### src/rtl/dmem_access.sv
// Memory-stage data-memory controller: issues one request per instruction, stalls until the
// response arrives, then aligns/extends load data. Optional watchdog guarded by DMEM_TIMEOUT_EN.
`timescale 1ns/1ps

module dmem_access #(
    parameter int unsigned WAIT_LIMIT = 64
) (
    input  logic        clk,
    input  logic        rst_n,
    input  logic        req_valid,
    input  logic [31:0] req_addr,
    input  logic [3:0]  req_rmask,
    input  logic [3:0]  req_wmask,
    input  logic [31:0] req_wdata,
    input  logic [2:0]  req_load_op,
    output logic [31:0] dmem_addr,
    output logic [3:0]  dmem_rmask,
    output logic [3:0]  dmem_wmask,
    output logic [31:0] dmem_wdata,
    input  logic [31:0] dmem_rdata,
    input  logic        dmem_resp,
    output logic        stall,
    output logic        done,
    output logic [31:0] load_data,
    output logic [31:0] mem_rdata_raw,
    output logic        spurious_resp,
    output logic        timeout
);

    typedef enum logic [1:0] {
        IDLE,
        WAIT,
        DONE
    } state_e;

    localparam logic [2:0] OP_LB  = 3'b000;
    localparam logic [2:0] OP_LH  = 3'b001;
    localparam logic [2:0] OP_LW  = 3'b010;
    localparam logic [2:0] OP_LBU = 3'b100;
    localparam logic [2:0] OP_LHU = 3'b101;

    state_e      state_q, state_d;
    logic [1:0]  addr_lo_q, addr_lo_d;
    logic [2:0]  load_op_q, load_op_d;
    logic        store_q, store_d;
    logic [31:0] load_data_q, load_data_d;
    logic [31:0] raw_q, raw_d;
    logic        spurious_q, spurious_d;

`ifdef DMEM_TIMEOUT_EN
    localparam int unsigned CNT_W = (WAIT_LIMIT > 1) ? $clog2(WAIT_LIMIT) : 1;
    logic [CNT_W-1:0] wait_cnt_q, wait_cnt_d;
    logic             timeout_q, timeout_d;
`endif

    function automatic logic [31:0] extend_load(input logic [2:0]  op,
                                                input logic [1:0]  a,
                                                input logic [31:0] rd);
        logic [7:0]  b;
        logic [15:0] h;
        logic [31:0] r;
        case (a)
            2'd0:    b = rd[7:0];
            2'd1:    b = rd[15:8];
            2'd2:    b = rd[23:16];
            default: b = rd[31:24];
        endcase
        h = a[1] ? rd[31:16] : rd[15:0];
        case (op)
            OP_LB:   r = {{24{b[7]}}, b};
            OP_LBU:  r = {24'h0, b};
            OP_LH:   r = {{16{h[15]}}, h};
            OP_LHU:  r = {16'h0, h};
            OP_LW:   r = rd;
            default: r = rd;
        endcase
        return r;
    endfunction

    always_comb begin
        state_d     = state_q;
        addr_lo_d   = addr_lo_q;
        load_op_d   = load_op_q;
        store_d     = store_q;
        load_data_d = load_data_q;
        raw_d       = raw_q;
        spurious_d  = spurious_q;
        dmem_addr   = 32'h0;
        dmem_rmask  = 4'h0;
        dmem_wmask  = 4'h0;
        dmem_wdata  = 32'h0;
        stall       = 1'b0;
        done        = 1'b0;
`ifdef DMEM_TIMEOUT_EN
        wait_cnt_d  = wait_cnt_q;
        timeout_d   = timeout_q;
`endif

        case (state_q)
            IDLE: begin
                if (req_valid) begin
                    dmem_addr  = {req_addr[31:2], 2'b00};
                    dmem_rmask = req_rmask;
                    dmem_wmask = req_wmask;
                    dmem_wdata = req_wdata;
                    stall      = 1'b1;
                    addr_lo_d  = req_addr[1:0];
                    load_op_d  = req_load_op;
                    store_d    = |req_wmask;
                    state_d    = WAIT;
`ifdef DMEM_TIMEOUT_EN
                    wait_cnt_d = '0;
`endif
                end
            end
            WAIT: begin
                stall = 1'b1;
                if (dmem_resp) begin
                    raw_d       = dmem_rdata;
                    load_data_d = store_q ? 32'h0 : extend_load(load_op_q, addr_lo_q, dmem_rdata);
                    state_d     = DONE;
                end
`ifdef DMEM_TIMEOUT_EN
                // Give up after WAIT_LIMIT silent cycles so the pipeline can drain.
                else if (wait_cnt_q == CNT_W'(WAIT_LIMIT - 1)) begin
                    timeout_d   = 1'b1;
                    load_data_d = 32'h0;
                    raw_d       = 32'h0;
                    state_d     = DONE;
                end else begin
                    wait_cnt_d = wait_cnt_q + 1'b1;
                end
`endif
            end
            DONE: begin
                done    = 1'b1;
                state_d = IDLE;
            end
            default: state_d = IDLE;
        endcase

        // Only a response in WAIT is legal; anything else is flagged and dropped.
        if (dmem_resp && (state_q != WAIT)) begin
            spurious_d = 1'b1;
        end
    end

    always_ff @(posedge clk or negedge rst_n) begin
        if (!rst_n) begin
            state_q     <= IDLE;
            addr_lo_q   <= 2'b00;
            load_op_q   <= 3'b000;
            store_q     <= 1'b0;
            load_data_q <= 32'h0;
            raw_q       <= 32'h0;
            spurious_q  <= 1'b0;
`ifdef DMEM_TIMEOUT_EN
            wait_cnt_q  <= '0;
            timeout_q   <= 1'b0;
`endif
        end else begin
            state_q     <= state_d;
            addr_lo_q   <= addr_lo_d;
            load_op_q   <= load_op_d;
            store_q     <= store_d;
            load_data_q <= load_data_d;
            raw_q       <= raw_d;
            spurious_q  <= spurious_d;
`ifdef DMEM_TIMEOUT_EN
            wait_cnt_q  <= wait_cnt_d;
            timeout_q   <= timeout_d;
`endif
        end
    end

    assign load_data     = load_data_q;
    assign mem_rdata_raw = raw_q;
    assign spurious_resp = spurious_q;
`ifdef DMEM_TIMEOUT_EN
    assign timeout = timeout_q;
`else
    assign timeout = 1'b0;
`endif

endmodule

### config.mk
export PLATFORM = sky130hd
export DESIGN_NAME = dmem_access
export DESIGN_NICKNAME = d
export VERILOG_FILES = /design/src/rtl/dmem_access.sv
export SDC_FILE = /design/constraint.sdc
export NUM_CORES = 1
export LEC_CHECK = 0
export ABC_AREA = 1
export CORE_MARGIN = 2
export CORE_UTILIZATION = 40
export CTS_BUF_LIST = sky130_fd_sc_hd__clkbuf_16
export CTS_CLUSTER_SIZE = 24
export DETAILED_ROUTE_END_ITERATION = 6
export MAX_ROUTING_LAYER = met4
export PLACE_DENSITY = 0.86
export SLEW_MARGIN = 25
export SYNTH_ARGS = -nofsm -noshare
export SYNTH_HDL_FRONTEND = slang
export SYNTH_SLANG_ARGS = --single-unit
export TNS_END_PERCENT = 20
### constraint.sdc
create_clock -name clk -period 2.5 [get_ports clk]
set_input_delay 0.5 -clock clk [delete_from_list [all_inputs] [get_ports clk]]
set_output_delay 0.5 -clock clk [all_outputs]
set_load 0.01 [all_outputs]
* Word level (Yosys, flattened, before mapping)
Cells that the tools add are included.
** Word-level totals
- Logic and storage cells :: 43
- Bits in registers :: 73
- Input port bits :: 111
- Output and inout bits :: 140
** Cells by class
- Reductions and logical operators :: 8
- Eq/ne operators :: 10
- Muxes and demuxes :: 18
** Operators by type and width (count)
- 2-to-1 mux 32 bit :: 5
- case mux 32 bit (4 select lines) :: 1
- case mux 8 bit (3 select lines) :: 1
- 2-to-1 mux 16 bit :: 1
- 2-to-1 mux 4 bit :: 4
- == test 3 bit, second input constant :: 2
- AND reduction 2 bit :: 3
- == test 2 x 1 -> 1 bit, second input constant :: 2
- == test 2 bit, second input constant :: 2
- logical NOT 2 bit :: 2
- 2-to-1 mux 2 bit :: 2
- inequality test 2 bit, second input constant :: 2
- case mux 2 bit (2 select lines) :: 1
- OR reduction 4 bit :: 1
- == test 3 x 1 -> 1 bit, second input constant :: 1
- logical NOT 3 bit :: 1
- 2-to-1 mux 1 bit :: 2
- inequality test 2 x 1 -> 1 bit, second input constant :: 1
- case mux 1 bit (2 select lines) :: 1
- logical AND 1 bit :: 1

* Longest topological paths before layout
- Word-level depth :: 4
- Gate-level depth with buffers :: 11

* Least setup slack after synthesis
Ideal clock, no wire load.
- Kind :: input to output
- From :: input req_valid
- To :: output dmem_addr[17]
- Slack :: 0.860 ns
- Cell stages on the path :: 4
- Path buffers :: 2
- Arrival :: 1.140 ns
- Cells stage by stage :: nand2_1 -> buf_2 -> buf_1 -> nor2_1
** Between the ends
- Longest elaborated chain between the ends :: 2
** RTL lines
- start, declared :: RTL line 10 : input logic req_valid,
- 2-to-1 mux 32 bit :: RTL line 101 : if (req_valid) begin
- 2-to-1 mux 32 bit :: RTL line 99 : case (state_q)
- end, declared :: RTL line 16 : output logic [31:0] dmem_addr,
No other way between the ends.

* Worst setup path after layout
- From :: input req_valid
- To :: output dmem_wdata[3]
** Between the ends
- Longest elaborated chain between the ends :: 2
** RTL lines
- 2-to-1 mux 32 bit :: RTL line 101
- 2-to-1 mux 32 bit :: RTL line 99
- end, declared :: RTL line 19 : output logic [31:0] dmem_wdata,
No other way between the ends.

==> results.json <==
{
  "status": "finished clean",
  "grt_pass1_wl_um": 24920,
  "port_buffers": 247,
  "clkSinkCount": 73,
  "gr-total-overflow": 0,
  "hold_viol_final": 0,
  "yosys_register_bits": 73,
  "yosys_warnings": 0,
  "die_h_um": 103.7,
  "cts_tree": "built",
  "required_ns": 2.00,
  "gp_congestion": 0.9315,
  "die_area_um2": 10750,
  "cts-root-buf": "clkbuf_16",
  "total_power_mw": 6.502,
  "vias": 4646,
  "initial_core_util": 0.4086,
  "antenna_cells": 0,
  "drt_iter0_drc": 341,
  "seq_area_frac_synth": 0.4596,
  "avgSynthCellArea_um2": 6.818,
  "drive_gt1_frac": 0.04490,
  "max-slew-margin-rel": 0.4080,
  "syn-cell-area_um2": 3975,
  "utilization": 0.7144,
  "ctsHoldBuffers": 0,
  "start_kind": "primary input",
  "area_delta_synth_final_pct": 74.85,
  "worst-setup-path-type": "primary input to output pin",
  "cellPowerDensity_nw_per_um2": 935.5,
  "grt_pass1_vias": 4676,
  "finClkSkew_ns": 0.006970,
  "slew_violations": 0,
  "cts_buffer_depth": 2,
  "hpwl_um": 12550,
  "first_pass_iters": 5,
  "wl_per_cell_um": 16.87,
  "finalSetupViolations": 0,
  "end_kind": "output pin",
  "die_w_um": 103.7,
  "power_leakage_nw": 4.226,
  "drv_cap": 0,
  "netlist-cell-type-count": 26,
  "grt_use_total": 0.3084,
  "fill_cells": 752,
  "rows": 36,
  "postCtsResizedCells": 0,
  "period_share": 0.9828,
  "viasPerCell": 4.855,
  "syn_inst": 583,
  "grt_start_max_net_pins": 94,
  "clkLatencyLatePin_ns": 0.33,
  "ios": 251,
  "critPathArrivalTime_ns": 1.96,
  "fin_nets": 930,
  "ant_nets": 0,
  "fmax_mhz": 407.0,
  "h-tree-depth": 3,
  "drcViolationCount": 0,
  "antenna_found_initial": 0,
  "cts_buffers": 9,
  "ir_worst_vdd_v": 0.0004511,
  "path_clk_slew_ns": 0.06,
  "cts_setup_buffers": 0,
  "core_um2": 9729,
  "final.min_clock_period_ns": 2.457,
  "cp_max_fo": 26,
  "worst_pin_slew_ns": 0.8880,
  "hold_path_class": "primary input to asynchronous set/reset pin",
  "wirelength_um": 16140
}
[state kept, by name (all words and copies together) (netlist names)]
register / count
addr_lo_q: 2
load_data: 32
load_op_q: 3
mem_rdata_raw: 32
spurious_resp: 1
state_q: 2
store_q: 1
[through the flow]
step           instances  setup TNS, ns  worst slack [ns]  instance area, um^2  hold WS, ns
6_report             957              0           0.04312                 6950       0.3013
5_1_grt              957      -0.001634         -0.001543                 6950       0.3913
4_1_cts              957              0          0.008092                 6838       0.3320
3_5_place_dp         941              0           0.03364                 6550       0.4660
3_3_place_gp         941              0           0.02399                 6550       0.4516
2_1_floorplan        585              0            0.8602                 3983       0.2044
[layer usage]
metal / GRT usage / wire length (um) / vias up
met5: - / 0 / -
met2: 0.5620 / 8438 / 232
met1: 0.3418 / 6030 / 2172
met4: 0.1014 / 540 / 0
li1: - / - / 2203
met3: 0.05412 / 1133 / 39
[Yosys cell counts]
library cell  number  share of area
nor2_4             2         0.0057
buf_4              4         0.0076
buf_6              2         0.0057
nand2_1          194           0.18
o211ai_1           4         0.0076
buf_1              1        0.00094
inv_2              3         0.0028
o22ai_1            1         0.0016
nor2_1            77          0.073
o21ai_0           48          0.060
conb_1             1        0.00094
dfrtp_1           73           0.46
nor4_1             1         0.0016
nor3_1             1         0.0013
a21o_1             1         0.0019
inv_4              1         0.0016
clkbuf_1          12          0.011
buf_2             12          0.015
nand2_4            4          0.011
a21oi_1           25          0.031
nand4_1            2         0.0031
clkinv_1           1        0.00094
nand3_1            7         0.0088
nand3_2            1         0.0025
nand2_2            2         0.0031
inv_1            103          0.097
[worst paths after layout]
kind / endpoint / slack, ns / depth (start not counted) / startpoint
worst min-delay path: load_data[27]$_DFFE_PN0P_ / 0.30 / 1 / rst_n
max in group asynchronous: load_op_q[0]$_DFFE_PN0P_ / 1.62 / 1 / rst_n
min in group clk: load_data[16]$_DFFE_PN0P_ / 0.48 / 2 / load_data[16]$_DFFE_PN0P_
worst max-delay path: dmem_wdata[3] / 0.04 / 5 / req_valid
worst min register to register: load_data[16]$_DFFE_PN0P_ / 0.48 / 2 / load_data[16]$_DFFE_PN0P_
worst max register to register: load_data[29]$_DFFE_PN0P_ / 0.90 / 8 / load_op_q[1]$_DFFE_PN0P_
[critical path, stage by stage]
cell and delay [ns]:
clkdlybuf4s50_1 0.48, nand2_2 0.12, buf_12 0.18, nor2_1 0.10, clkdlybuf4s50_1 0.56
[placed cells by master, fill, tap and decap left out, types with 2 or more instances in the layout]
cell type        count
o211ai_1             4
nand3_1              7
nand2_1            193
inv_2                3
inv_1              104
dfrtp_1             73
nor2_1              77
nand2_2              3
buf_12               3
clkbuf_16            9
dlymetal6s2s_1      45
a21oi_1             25
o21ai_0             48
buf_4                5
nand4_1              2
conb_1               3
clkinv_2             4
nor2_4               2
nand2_4              4
clkdlybuf4s50_1    201
[report_power, final]
group | internal (mW) | total, mW | switching (mW) | leakage (nW)
clock network | 0.762 | 1.23 | 0.466 | 0.150
registers | 1.69 | 2.00 | 0.306 | 0.930
logic | 1.61 | 3.28 | 1.67 | 3.15
total | 4.06 | 6.50 | 2.44 | 4.23
[area by class of cell]
class | count | area (um^2) | area share
multi-input combinational | 373 | 1589 | 0.2286
clock buffer | 9 | 225.2 | 0.03240
timing repair buffer | 254 | 2673 | 0.3845
inverter | 108 | 407.9 | 0.05869
sequential | 73 | 1827 | 0.2628
tap | 133 | 166.4 | 0.02394
clock inverter | 7 | 62.56 | 0.009001
[cells by family (layout without fill, tap and decap cells)]
group	after synthesis	after routing	share of synthesized area
DFF	73	73	0.4596
and+or+nand+nor	291	291	0.2934
other	1	3	0.0009434
buffers and inverters	139	378	0.1432
AOI/OAI and AO/OA	79	79	0.1029
(Power assumes the default switching activity.)
